File: config.mk
export PLATFORM = sky130hd
export DESIGN_NAME = shared_net_monitor
export DESIGN_NICKNAME = d
export VERILOG_FILES = /design/src/rtl/shared_net_monitor.sv
export SDC_FILE = /design/constraint.sdc
export NUM_CORES = 1
export LEC_CHECK = 0
export ABC_AREA = 0
export BUFFER_PORTS_ARGS = -buffer_cell sky130_fd_sc_hd__buf_2
export CORE_MARGIN = 5
export CORE_UTILIZATION = 55
export CTS_CLUSTER_SIZE = 14
export DETAILED_ROUTE_END_ITERATION = 12
export GPL_ROUTABILITY_DRIVEN = 0
export PLACE_DENSITY = 0.91
export REMOVE_ABC_BUFFERS = 1
export SYNTH_ARGS = -nofsm -noshare
export SYNTH_HDL_FRONTEND = slang
export SYNTH_SLANG_ARGS = --single-unit
File: constraint.sdc
create_clock -name clk -period 2.8 [get_ports clk]
set_input_delay 0.56 -clock clk [delete_from_list [all_inputs] [get_ports clk]]
set_output_delay 0.56 -clock clk [all_outputs]
set_load 0.005 [all_outputs]
File: src/rtl/shared_net_monitor.sv
// shared_net_monitor
//   Reader side of a multi-driver shared net. Samples the enable/value pairs
//   of N_DRV drivers, resolves the net with wire semantics (undriven -> Z,
//   agreement -> value, disagreement -> X), filters contention over FILT
//   consecutive cycles and keeps a sticky flag plus a saturating event count.
//   All outputs are registered (one cycle of latency).
//
//   Optional feature macro: NET_MON_KEEPER_EN
//     defined   : bus-keeper; res_val in FLOAT holds the last DRIVEN value
//     undefined : res_val is 0 in FLOAT
//
// Ports
//   clk         clock
//   rst         asynchronous active-high reset
//   drv_en      per-driver enable (bit i = driver i is driving)
//   drv_val     per-driver value, ignored where drv_en is 0
//   clr         synchronous clear of cont_sticky and cont_cnt
//   res_val     resolved net value
//   res_z       net undriven
//   res_x       net in filtered contention
//   cont_sticky set on a contention event, held until clr
//   cont_cnt    saturating count of contention events
//   state       FSM state: 0 FLOAT, 1 DRIVEN, 2 SUSPECT, 3 CONTEND
module shared_net_monitor #(
  parameter int unsigned N_DRV = 4,
  parameter int unsigned FILT  = 3,
  parameter int unsigned CNT_W = 8
) (
  input  logic             clk,
  input  logic             rst,
  input  logic [N_DRV-1:0] drv_en,
  input  logic [N_DRV-1:0] drv_val,
  input  logic             clr,
  output logic             res_val,
  output logic             res_z,
  output logic             res_x,
  output logic             cont_sticky,
  output logic [CNT_W-1:0] cont_cnt,
  output logic [1:0]       state
);

  typedef enum logic [1:0] {
    FLOAT   = 2'd0,
    DRIVEN  = 2'd1,
    SUSPECT = 2'd2,
    CONTEND = 2'd3
  } state_t;

  state_t     state_q;
  state_t     state_n;
  logic [3:0] filt_q;
  logic [3:0] filt_n;
  logic [4:0] filt_inc;

  logic any1;
  logic any0;
  logic none;
  logic conflict;
  logic cont_event;

`ifdef NET_MON_KEEPER_EN
  logic keep_q;
`endif

  // Per-cycle classification; disabled drivers are masked out entirely.
  assign any1     = |(drv_en & drv_val);
  assign any0     = |(drv_en & ~drv_val);
  assign none     = ~|drv_en;
  assign conflict = any1 & any0;
  assign filt_inc = {1'b0, filt_q} + 5'd1;

  always_comb begin
    state_n = state_q;
    filt_n  = filt_q;
    unique case (state_q)
      FLOAT, DRIVEN: begin
        if (conflict) begin
          if (FILT <= 1) begin
            state_n = CONTEND;
            filt_n  = '0;
          end else begin
            state_n = SUSPECT;
            filt_n  = 4'd1;
          end
        end else begin
          state_n = none ? FLOAT : DRIVEN;
          filt_n  = '0;
        end
      end
      SUSPECT: begin
        if (conflict) begin
          if (filt_inc >= 5'(FILT)) begin
            state_n = CONTEND;
            filt_n  = '0;
          end else begin
            state_n = SUSPECT;
            filt_n  = filt_inc[3:0];
          end
        end else begin
          state_n = none ? FLOAT : DRIVEN;
          filt_n  = '0;
        end
      end
      CONTEND: begin
        if (conflict) begin
          state_n = CONTEND;
        end else begin
          state_n = none ? FLOAT : DRIVEN;
        end
        filt_n = '0;
      end
      default: begin
        state_n = FLOAT;
        filt_n  = '0;
      end
    endcase
  end

  // Only the entry into CONTEND counts as an event.
  assign cont_event = (state_n == CONTEND) && (state_q != CONTEND);

  always_ff @(posedge clk or posedge rst) begin
    if (rst) begin
      state_q     <= FLOAT;
      filt_q      <= '0;
      res_val     <= 1'b0;
      res_z       <= 1'b1;
      res_x       <= 1'b0;
      cont_sticky <= 1'b0;
      cont_cnt    <= '0;
`ifdef NET_MON_KEEPER_EN
      keep_q      <= 1'b0;
`endif
    end else begin
      state_q <= state_n;
      filt_q  <= filt_n;
      res_z   <= (state_n == FLOAT);
      res_x   <= (state_n == CONTEND);

      unique case (state_n)
        DRIVEN: res_val <= any1;
`ifdef NET_MON_KEEPER_EN
        FLOAT:  res_val <= keep_q;
`else
        FLOAT:  res_val <= 1'b0;
`endif
        default: res_val <= res_val;
      endcase

`ifdef NET_MON_KEEPER_EN
      if (state_n == DRIVEN) begin
        keep_q <= any1;
      end
`endif

      // An event in the same cycle as clr wins: clear, then count it.
      if (cont_event) begin
        cont_sticky <= 1'b1;
        if (clr) begin
          cont_cnt <= CNT_W'(1);
        end else if (cont_cnt != '1) begin
          cont_cnt <= cont_cnt + CNT_W'(1);
        end
      end else if (clr) begin
        cont_sticky <= 1'b0;
        cont_cnt    <= '0;
      end
    end
  end

  assign state = state_q;

endmodule
==> flow_summary.toml, run 1 <==
[status]
outcome = "completed"

[floorplanning]
fp.coreArea_um2 = 1750
die_h_um = 53.0
initial_utilization_pct = 58.2
io_pins = 25
dieArea_um2 = 2810
die-width_um = 53.0
core.rowCount = 15

[sta]
rsz0062_at_grt = "no"
clock_skew_ns = 0.00101
worst_slack_ns = 0.646
max_freq_ghz = 0.464
setup_tns_ns = 0
hold_violations = 0
min_period_ns = 2.15
period_share_pct = 76.9
slew_headroom_pct = 57.4
tightest_slew_ns = 0.639
slew_viol_final = 0
setup_viol = 0

[setup_path]
reg2reg_to = "cont_cnt[6]$_DFFE_PP0P_"
rr_startpoint = "filt_q[0]$_DFF_PP0_"
worst_r2r_path_depth = 6
required_ns = 2.98
cp_data_arrival_time_ns = 2.33
path_class = "reg2reg"
crit_fanout = 11
worst_setup_path_end_kind = "flop"
crit_path_start_kind = "flop"
reg2reg_slack_ns = 0.65

[drt]
vias = 898
drc = 0
ant_nets = 0
viasPerCell = 5.83
finalWirelength_um = 2110
wl_per_cell_um = 13.7
dr.pass1.iters = 4
drtIter0Drc = 30

[worst_hold_path]
hold_class = "in2async"

[global_route]
grt_pass1_vias = 849
grt_max_degree = 19
grt_pass1_wl_um = 3590
grtUsageTotal_pct = 17.1
antenna_found_initial = 0
overflow = 0

[cells_and_area]
fin_cells = 154
final_net_count = 144
area_growth_pct = 17.1
final_layout_size_suffix_gt1_share_pct = 30.2
diodes = 0
mostFrequentLayoutCell = "buf_2"
layout_common_cells = "buf_2 (24), dfrtp_1 (17), nand2_1 (7), nor2_1 (7)"

[yosys]
yosys_warnings = 0
synthDistinctLibCells = 40
netlist_area_um2 = 1020
synth_top_area_share_pct = 41.9
syn_inst = 102
avgSynthCellArea_um2 = 9.96
synth_flop_cell = "dfrtp_1"
synth_edf_count = 0
yosysTopAreaCell = "dfrtp_1"
async_reset_ff_share_pct = 100
ys_seq_elements = 18
synthTopCellsByArea = "dfrtp_1 (42%), ha_1 (3.7%), nand2b_1 (3.7%)"
seq_area_frac_synth_pct = 44.5

[clocking]
insertion_delay_ns = 0.28
cts_resized = 0
cts.sinks = 18
cts_tree = "yes"
clk_pin_slew_ns = 0.10
postCtsSetupBuffers = 0
cts_hold_buffers = 0
root_buffer = "clkbuf_4"
htreeDepth = 1
clockBufferDepth = 2
numCtsBuffers = 3

[power_and_ir_drop]
p_leak_nw = 0.540
combPwrFrac_pct = 17.2
p_int_w = 0.000393
power_density_nw_per_um2 = 448
p_switching_w = 0.000139
peakVddDrop_mv = 0.280
power.total_w = 0.000533
power_frac_clock_pct = 28.6
pwr-share-seq_pct = 54.2
switching_share_pct = 26.2

[job]
max_cap_violations = 0

[placed_design]
place_ws_ns = 0.649
hpwl_um = 1680
place_inst = 150
io_buffers = 24
==> cell type report <==
class	instances	area, um^2
Inverter	6	22.5
Fill cell	145	556
Tap cell	25	31.3
Clock buffer	4	36.3
Multi-Input combinational cell	77	528
Timing Repair Buffer	24	120
Sequential cell	18	452
==> cells by family (layout without fill, tap and decap cells) <==
group | after synthesis | in the layout | share of synthesized area (%)
compound gates | 22 | 22 | 16.0
flops | 18 | 18 | 44.5
simple gates | 46 | 46 | 27.2
buf+inv | 8 | 34 | 3.94
other cells | 1 | 2 | 0.369
fa+ha+maj | 3 | 3 | 3.69
mux | 4 | 4 | 4.31
==> metal layers <==
metal | GRT usage [%] | vias to the layer above | wire length (um)
li1 | - | 431 | -
met1 | 20.7 | 418 | 845
met2 | 29.5 | 43 | 1050
met3 | 3.10 | 6 | 177
met4 | 7.23 | 0 | 38
met5 | 0 | - | 0
==> critical path, stage by stage, from the launching register on <==
cell	delay [ns]
dfrtp_1	0.40
inv_1	0.08
ha_1	0.32
o221ai_1	0.30
nor2_1	0.22
nor4_1	0.37
mux2_2	0.37
==> flip-flops by register name, summed over array words and instances (netlist names) <==
signal / cells
res_x: 1
filt_q: 4
state: 2
res_val: 1
cont_sticky: 1
res_z: 1
cont_cnt: 8
==> synthesized netlist by cell type (2+ instances only) <==
master and n:
dfrtp_1 17, mux2_2 2, and4_4 2, a222oi_1 2, nand4_1 2, o21ai_0 4
nand2_1 7, nor4_1 3, a21oi_1 6, ha_1 3, nor2_1 7, nor3_1 4
nand3_1 3, nand2b_1 6, nor2b_1 4, inv_1 6
==> how the worst max path moves through the flow <==
stage | endpoint | slack (ns) | startpoint
after floorplan | cont_cnt[6]$_DFFE_PP0P_ | 0.93 | filt_q[0]$_DFF_PP0_
after global placement | cont_cnt[4]$_DFFE_PP0P_ | 0.69 | drv_en[0]
after detailed placement | cont_cnt[4]$_DFFE_PP0P_ | 0.65 | drv_en[0]
after CTS | cont_cnt[6]$_DFFE_PP0P_ | 0.65 | filt_q[0]$_DFF_PP0_
after global routing | cont_cnt[0]$_DFFE_PP0P_ | 0.55 | filt_q[0]$_DFF_PP0_
final | cont_cnt[6]$_DFFE_PP0P_ | 0.65 | filt_q[0]$_DFF_PP0_
==> power groups by stage <==
| stage | Combinational [W] | Sequential (W) | Clock (W) |
|---|---|---|---|
| 2_1_floorplan | 0.0000527 | 0.000294 | 0 |
| 3_3_place_gp | 0.0000882 | 0.000294 | 0 |
| 3_5_place_dp | 0.0000927 | 0.000294 | 0 |
| 4_1_cts | 0.0000928 | 0.000289 | 0.000157 |
| 5_1_grt | 0.000103 | 0.000292 | 0.000172 |
| 6_report | 0.0000916 | 0.000289 | 0.000152 |
==> per-stage QoR <==
step                hold slack (ns)  instance area, um^2  util, %
floorplan                     0.485                 1000        -
global placement              0.485                 1150     66.1
detailed placement            0.484                 1150     66.1
CTS                           0.370                 1190     68.2
global route                  0.412                 1190     68.2
finish                        0.345                 1190     68.2
Power figures use the tool's default switching activity.
==> run 2, diff against run 1 <==
- CORE_ASPECT_RATIO: unset -> 0.6
- CORE_UTILIZATION: 55 -> 46
- PLACE_DENSITY: 0.91 -> 0.82
- clock period: 2.8 -> 1.91 ns (I/O delays scaled with it)
==> run 2 against run 1 <==
Net effect:
- non-clock buffer count increased by 14
- core utilization down 3.3 points
- highest routed layer unchanged
- die area grew 17%
- clock-buffer cell count unchanged
- critical path depth is 1 lower
- clock power is 110% higher
- flip-flop and latch count unchanged
==> flow_summary.toml, run 2 (synthesis gave the netlist of run 1 again) <==
[clocking]
cts_hold_buffers = 0
htreeDepth = 1
clockBufferDepth = 2
insertion_delay_ns = 0.26
cts_tree = "yes"
root_buffer = "clkbuf_8"
clk_pin_slew_ns = 0.08
cts.sinks = 18
numCtsBuffers = 3

[power_and_ir_drop]
combPwrFrac_pct = 19.9
switching_share_pct = 27.8
p_int_w = 0.000673
power_frac_clock_pct = 34.7
p_leak_nw = 0.627
peakVddDrop_mv = 0.544
p_switching_w = 0.000260
pwr-share-seq_pct = 45.5
power_density_nw_per_um2 = 674

[drt]
finalWirelength_um = 2880
wl_per_cell_um = 16.6
ant_nets = 0
dr.pass1.iters = 4
viasPerCell = 5.88
drc = 0
drtIter0Drc = 46
vias = 1018

[sta]
slew_viol_final = 0
period_share_pct = 96.0
setup_viol = 0
slew_headroom_pct = 55.3
tightest_slew_ns = 0.670
min_period_ns = 1.83
max_freq_ghz = 0.545
clock_skew_ns = 0.00751
hold_violations = 0

[setup_path]
crit_top_cell = "and4_4"
crit_path_start_kind = "flop"
worst_r2r_path_depth = 5
cp_cell_sequence = "and4_4 -> and4_4 -> or3_4 -> or4_4 -> a21oi_2"
reg2reg_slack_ns = 0.08
crit_buf_inv = 0
slowest_delay_ns = 0.42
crit_family = "simple AND/OR/NAND/NOR gates"
path_class = "reg2reg"
reg2reg_to = "cont_cnt[5]$_DFFE_PP0P_"
worst_setup_path_end_kind = "flop"
cp_data_arrival_time_ns = 2.03
crit_fanout = 5
rr_startpoint = "cont_cnt[5]$_DFFE_PP0P_"
required_ns = 2.10
crit_slowest_cell = "or4_4"

[global_route]
grtUsageTotal_pct = 17.9
antenna_found_initial = 0
overflow = 0
grt_max_degree = 19
grt_pass1_wl_um = 4410
use_met2_pct = 34.0
grt_use_met1_pct = 19.7
grt_pass1_vias = 977
gr-max-usage-layer = "met2"
met3_usage_pct = 5.66

[placed_design]
place_inst = 168
hpwl_um = 2070
io_buffers = 24

[cells_and_area]
fin_cells = 173
largest_reg_flops = 8
top_register = "cont_cnt"
area_growth_pct = 36.1
layout_common_cells = "buf_2 (24), dfrtp_1 (17), buf_4 (14)"
postLayoutCoreUtil_pct = 64.9
multiInputGateArea_um2 = 591
final_net_count = 158
mostFrequentLayoutCell = "buf_2"
final_layout_size_suffix_gt1_share_pct = 44.1
fillers = 183
diodes = 0
ff_latch_area_um2 = 452

[floorplanning]
fp.coreArea_um2 = 2130
die_h_um = 46.4
io_pins = 25
initial_utilization_pct = 47.7
dieArea_um2 = 3280
die-width_um = 70.7
core.rowCount = 13

[worst_hold_path]
hold_class = "in2async"

[job]
max_cap_violations = 0

[status]
outcome = "completed"
-- run 2: cell count changes in the layout (fill, tap and decap cells not counted), sizes merged --
cell  delta
buf     +14
-- run 2: power by group through the flow --
stage	clock (W)	combinational, W	sequential, W
6_report	0.000323	0.000185	0.000424
5_1_grt	0.000343	0.000203	0.000426
4_1_cts	0.000328	0.000171	0.000422
3_5_place_dp	0	0.000167	0.000429
3_3_place_gp	0	0.000159	0.000427
2_1_floorplan	0	0.0000772	0.000431
-- run 2: per-layer routing --
layer,wire (um),up-vias
met3,205,14
met5,0,-
met1,1190,482
met4,69,0
li1,-,463
met2,1420,59
-- run 2: cell type report --
type / count / area share, %
repair buffers: 38 / 16.3
flip-flops and latches: 18 / 32.7
inverters: 6 / 1.63
multi-input cells: 77 / 42.7
well taps: 30 / 2.71
clock buffers: 4 / 3.98
-- run 2: metrics by stage --
step | total power [W] | instance area (um^2) | hold slack [ns] | setup TNS (ns) | worst slack [ns]
final | 0.000932 | 1380 | 0.200 | 0 | 0.0757
after global routing | 0.000972 | 1380 | 0.300 | -0.0155 | -0.0155
after CTS | 0.000921 | 1330 | 0.234 | 0 | 0.0146
after detailed placement | 0.000596 | 1260 | 0.520 | -0.500 | -0.106
after global placement | 0.000586 | 1260 | 0.494 | -0.0364 | -0.0364
after floorplan | 0.000508 | 1000 | 0.320 | 0 | 0.0384
-- run 2: what timing repair did --
item                                    in CTS  in global routing
buffers inserted                             0                  1
gates resized for setup                      3                 11
pin swaps                                    0                  2
endpoints found under the setup margin       9                 10
-- run 2: worst max-delay path by stage --
stage | cells past startpoint | end | startpoint
5_1_grt | 6 | cont_cnt[4]$_DFFE_PP0P_ | filt_q[0]$_DFF_PP0_
6_report | 5 | cont_cnt[5]$_DFFE_PP0P_ | cont_cnt[5]$_DFFE_PP0P_
3_3_place_gp | 6 | cont_cnt[2]$_DFFE_PP0P_ | drv_en[0]
4_1_cts | 7 | cont_cnt[1]$_DFFE_PP0P_ | filt_q[0]$_DFF_PP0_
2_1_floorplan | 6 | cont_cnt[6]$_DFFE_PP0P_ | filt_q[0]$_DFF_PP0_
3_5_place_dp | 6 | cont_cnt[2]$_DFFE_PP0P_ | drv_en[1]
==> run 3, diff against run 2 <==
- CORE_ASPECT_RATIO: 0.6 -> unset
- CORE_UTILIZATION: 46 -> 51
- PLACE_DENSITY: 0.82 -> 0.86
- clock period: 1.91 -> 2 ns (I/O delays scaled with it)
==> run 3 against run 2 <==
Net effect:
- clock-buffer cell count unchanged
- global-route usage up 1.3 points
- highest routed layer unchanged
- flip-flop and latch count did not move
==> flow_summary.toml, run 3 (synthesis gave the netlist of run 1 again) <==
[sta]
slew_viol_final = 0
worst_slack_ns = 0.0762
period_share_pct = 96.2
clock_skew_ns = 0.000580
max_freq_ghz = 0.520
tightest_slew_ns = 0.672
hold_violations = 0
setup_viol = 0
min_period_ns = 1.92
slew_headroom_pct = 55.1
rsz0062_at_grt = "yes"

[floorplanning]
initial_utilization_pct = 52.9
die-width_um = 54.6
core.rowCount = 16
die_h_um = 54.6
io_pins = 25
dieArea_um2 = 2980
fp.coreArea_um2 = 1920

[setup_path]
crit_top_cell = "and4_4"
crit_family = "simple AND/OR/NAND/NOR gates"
required_ns = 2.23
cp_data_arrival_time_ns = 2.15
crit_buf_inv = 0
cp_cell_sequence = "and4_4 -> and4_4 -> or3_1 -> or4_4 -> a21oi_2"
path_class = "reg2reg"
slowest_delay_ns = 0.44
crit_fanout = 5
crit_slowest_cell = "dfrtp_1"
worst_setup_path_end_kind = "flop"
crit_path_start_kind = "flop"

[drt]
vias = 950
ant_nets = 0
wl_per_cell_um = 15.1
drtIter0Drc = 15
drc = 0
finalWirelength_um = 2510
dr.pass1.iters = 4
viasPerCell = 5.72

[power_and_ir_drop]
power_density_nw_per_um2 = 607
p_leak_nw = 0.596
power.total_w = 0.000800
peakVddDrop_mv = 0.366

[global_route]
use_met2_pct = 31.7
overflow = 0
grt_pass1_wl_um = 4070
grt_pass1_vias = 938
grt_max_degree = 19
gr-max-usage-layer = "met2"
grt_use_met1_pct = 22.7
met3_usage_pct = 3.27
antenna_found_initial = 0
grtUsageTotal_pct = 19.2

[clocking]
insertion_delay_ns = 0.30
clockBufferDepth = 2
clk_pin_slew_ns = 0.10
htreeDepth = 1
cts.sinks = 18
cts_tree = "yes"
root_buffer = "clkbuf_4"
numCtsBuffers = 3

[cells_and_area]
final_layout_size_suffix_gt1_share_pct = 40.3
area_growth_pct = 29.7
top_register = "cont_cnt"
largest_reg_flops = 8
diodes = 0
mostFrequentLayoutCell = "buf_2"
final_net_count = 154
layout_common_cells = "buf_2 (24), dfrtp_1 (17), buf_4 (10)"

[placed_design]
io_buffers = 24
place_ws_ns = -0.0682
hpwl_um = 1790

[job]
max_cap_violations = 0

[worst_hold_path]
hold_class = "in2async"

[status]
outcome = "completed"
[run 3: path summary, 6_finish.rpt]
| kind | startpoint | slack (ns) | to | cells after the start |
|---|---|---|---|---|
| hold reg to reg | state[1]$_DFF_PP0_ | 0.52 | filt_q[0]$_DFF_PP0_ | 1 |
| max in group asynchronous | rst | 1.39 | cont_cnt[1]$_DFFE_PP0P_ | 2 |
| min in group clk | drv_en[1] | 0.28 | res_z$_DFF_PP1_ | 2 |
| setup / recovery | cont_cnt[4]$_DFFE_PP0P_ | 0.08 | cont_cnt[5]$_DFFE_PP0P_ | 5 |
| hold / removal | rst | 0.18 | res_val$_DFFE_PP0P_ | 2 |
| setup reg to reg | cont_cnt[4]$_DFFE_PP0P_ | 0.08 | cont_cnt[5]$_DFFE_PP0P_ | 5 |
[run 3: worst reg2reg max path, cell delays in order (launching register included)]
cell     delay, ns
dfrtp_1       0.44
and4_4        0.22
and4_4        0.21
or3_1         0.39
or4_4         0.45
a21oi_2       0.16
[run 3: cell type report]
class,count,area [um^2]
Fill cell,163,604
Multi-Input combinational cell,77,578
Inverter,6,22.5
Clock buffer,4,36.3
Sequential cell,18,452
Timing Repair Buffer,34,195
Tap cell,27,33.8
[run 3: stage by stage]
stage / cell area (um^2) / TNS (ns) / hold slack (ns) / utilization (%) / cells
2_1_floorplan: 1000 / 0 / 0.338 / - / 101
3_3_place_gp: 1190 / -0.00216 / 0.480 / 62.1 / 157
3_5_place_dp: 1190 / -0.175 / 0.502 / 62.1 / 157
4_1_cts: 1250 / 0 / 0.217 / 65.2 / 162
5_1_grt: 1320 / -0.00523 / 0.237 / 68.6 / 166
6_report: 1320 / 0 / 0.183 / 68.6 / 166
[run 3: metal layers]
metal | wire length [um] | vias to the layer above | part of all wire [%]
li1 | - | 453 | -
met1 | 996 | 451 | 40
met2 | 1290 | 37 | 52
met3 | 121 | 9 | 4.8
met4 | 96 | 0 | 3.8
met5 | 0 | - | 0
[run 3: report_power, final]
| group | internal (W) | switching, W |
|---|---|---|
| sequential | 0.000388 | 0.0000177 |
| clock | 0.000111 | 0.000115 |
| combinational | 0.0000747 | 0.0000940 |
[run 3: timing repair]
item                       in CTS  in global routing
gates resized for setup         3                  7
setup endpoints to repair       6                  7
setup buffers                   1                  4
hold buffers                    0                  0
pin swaps                       0                  0
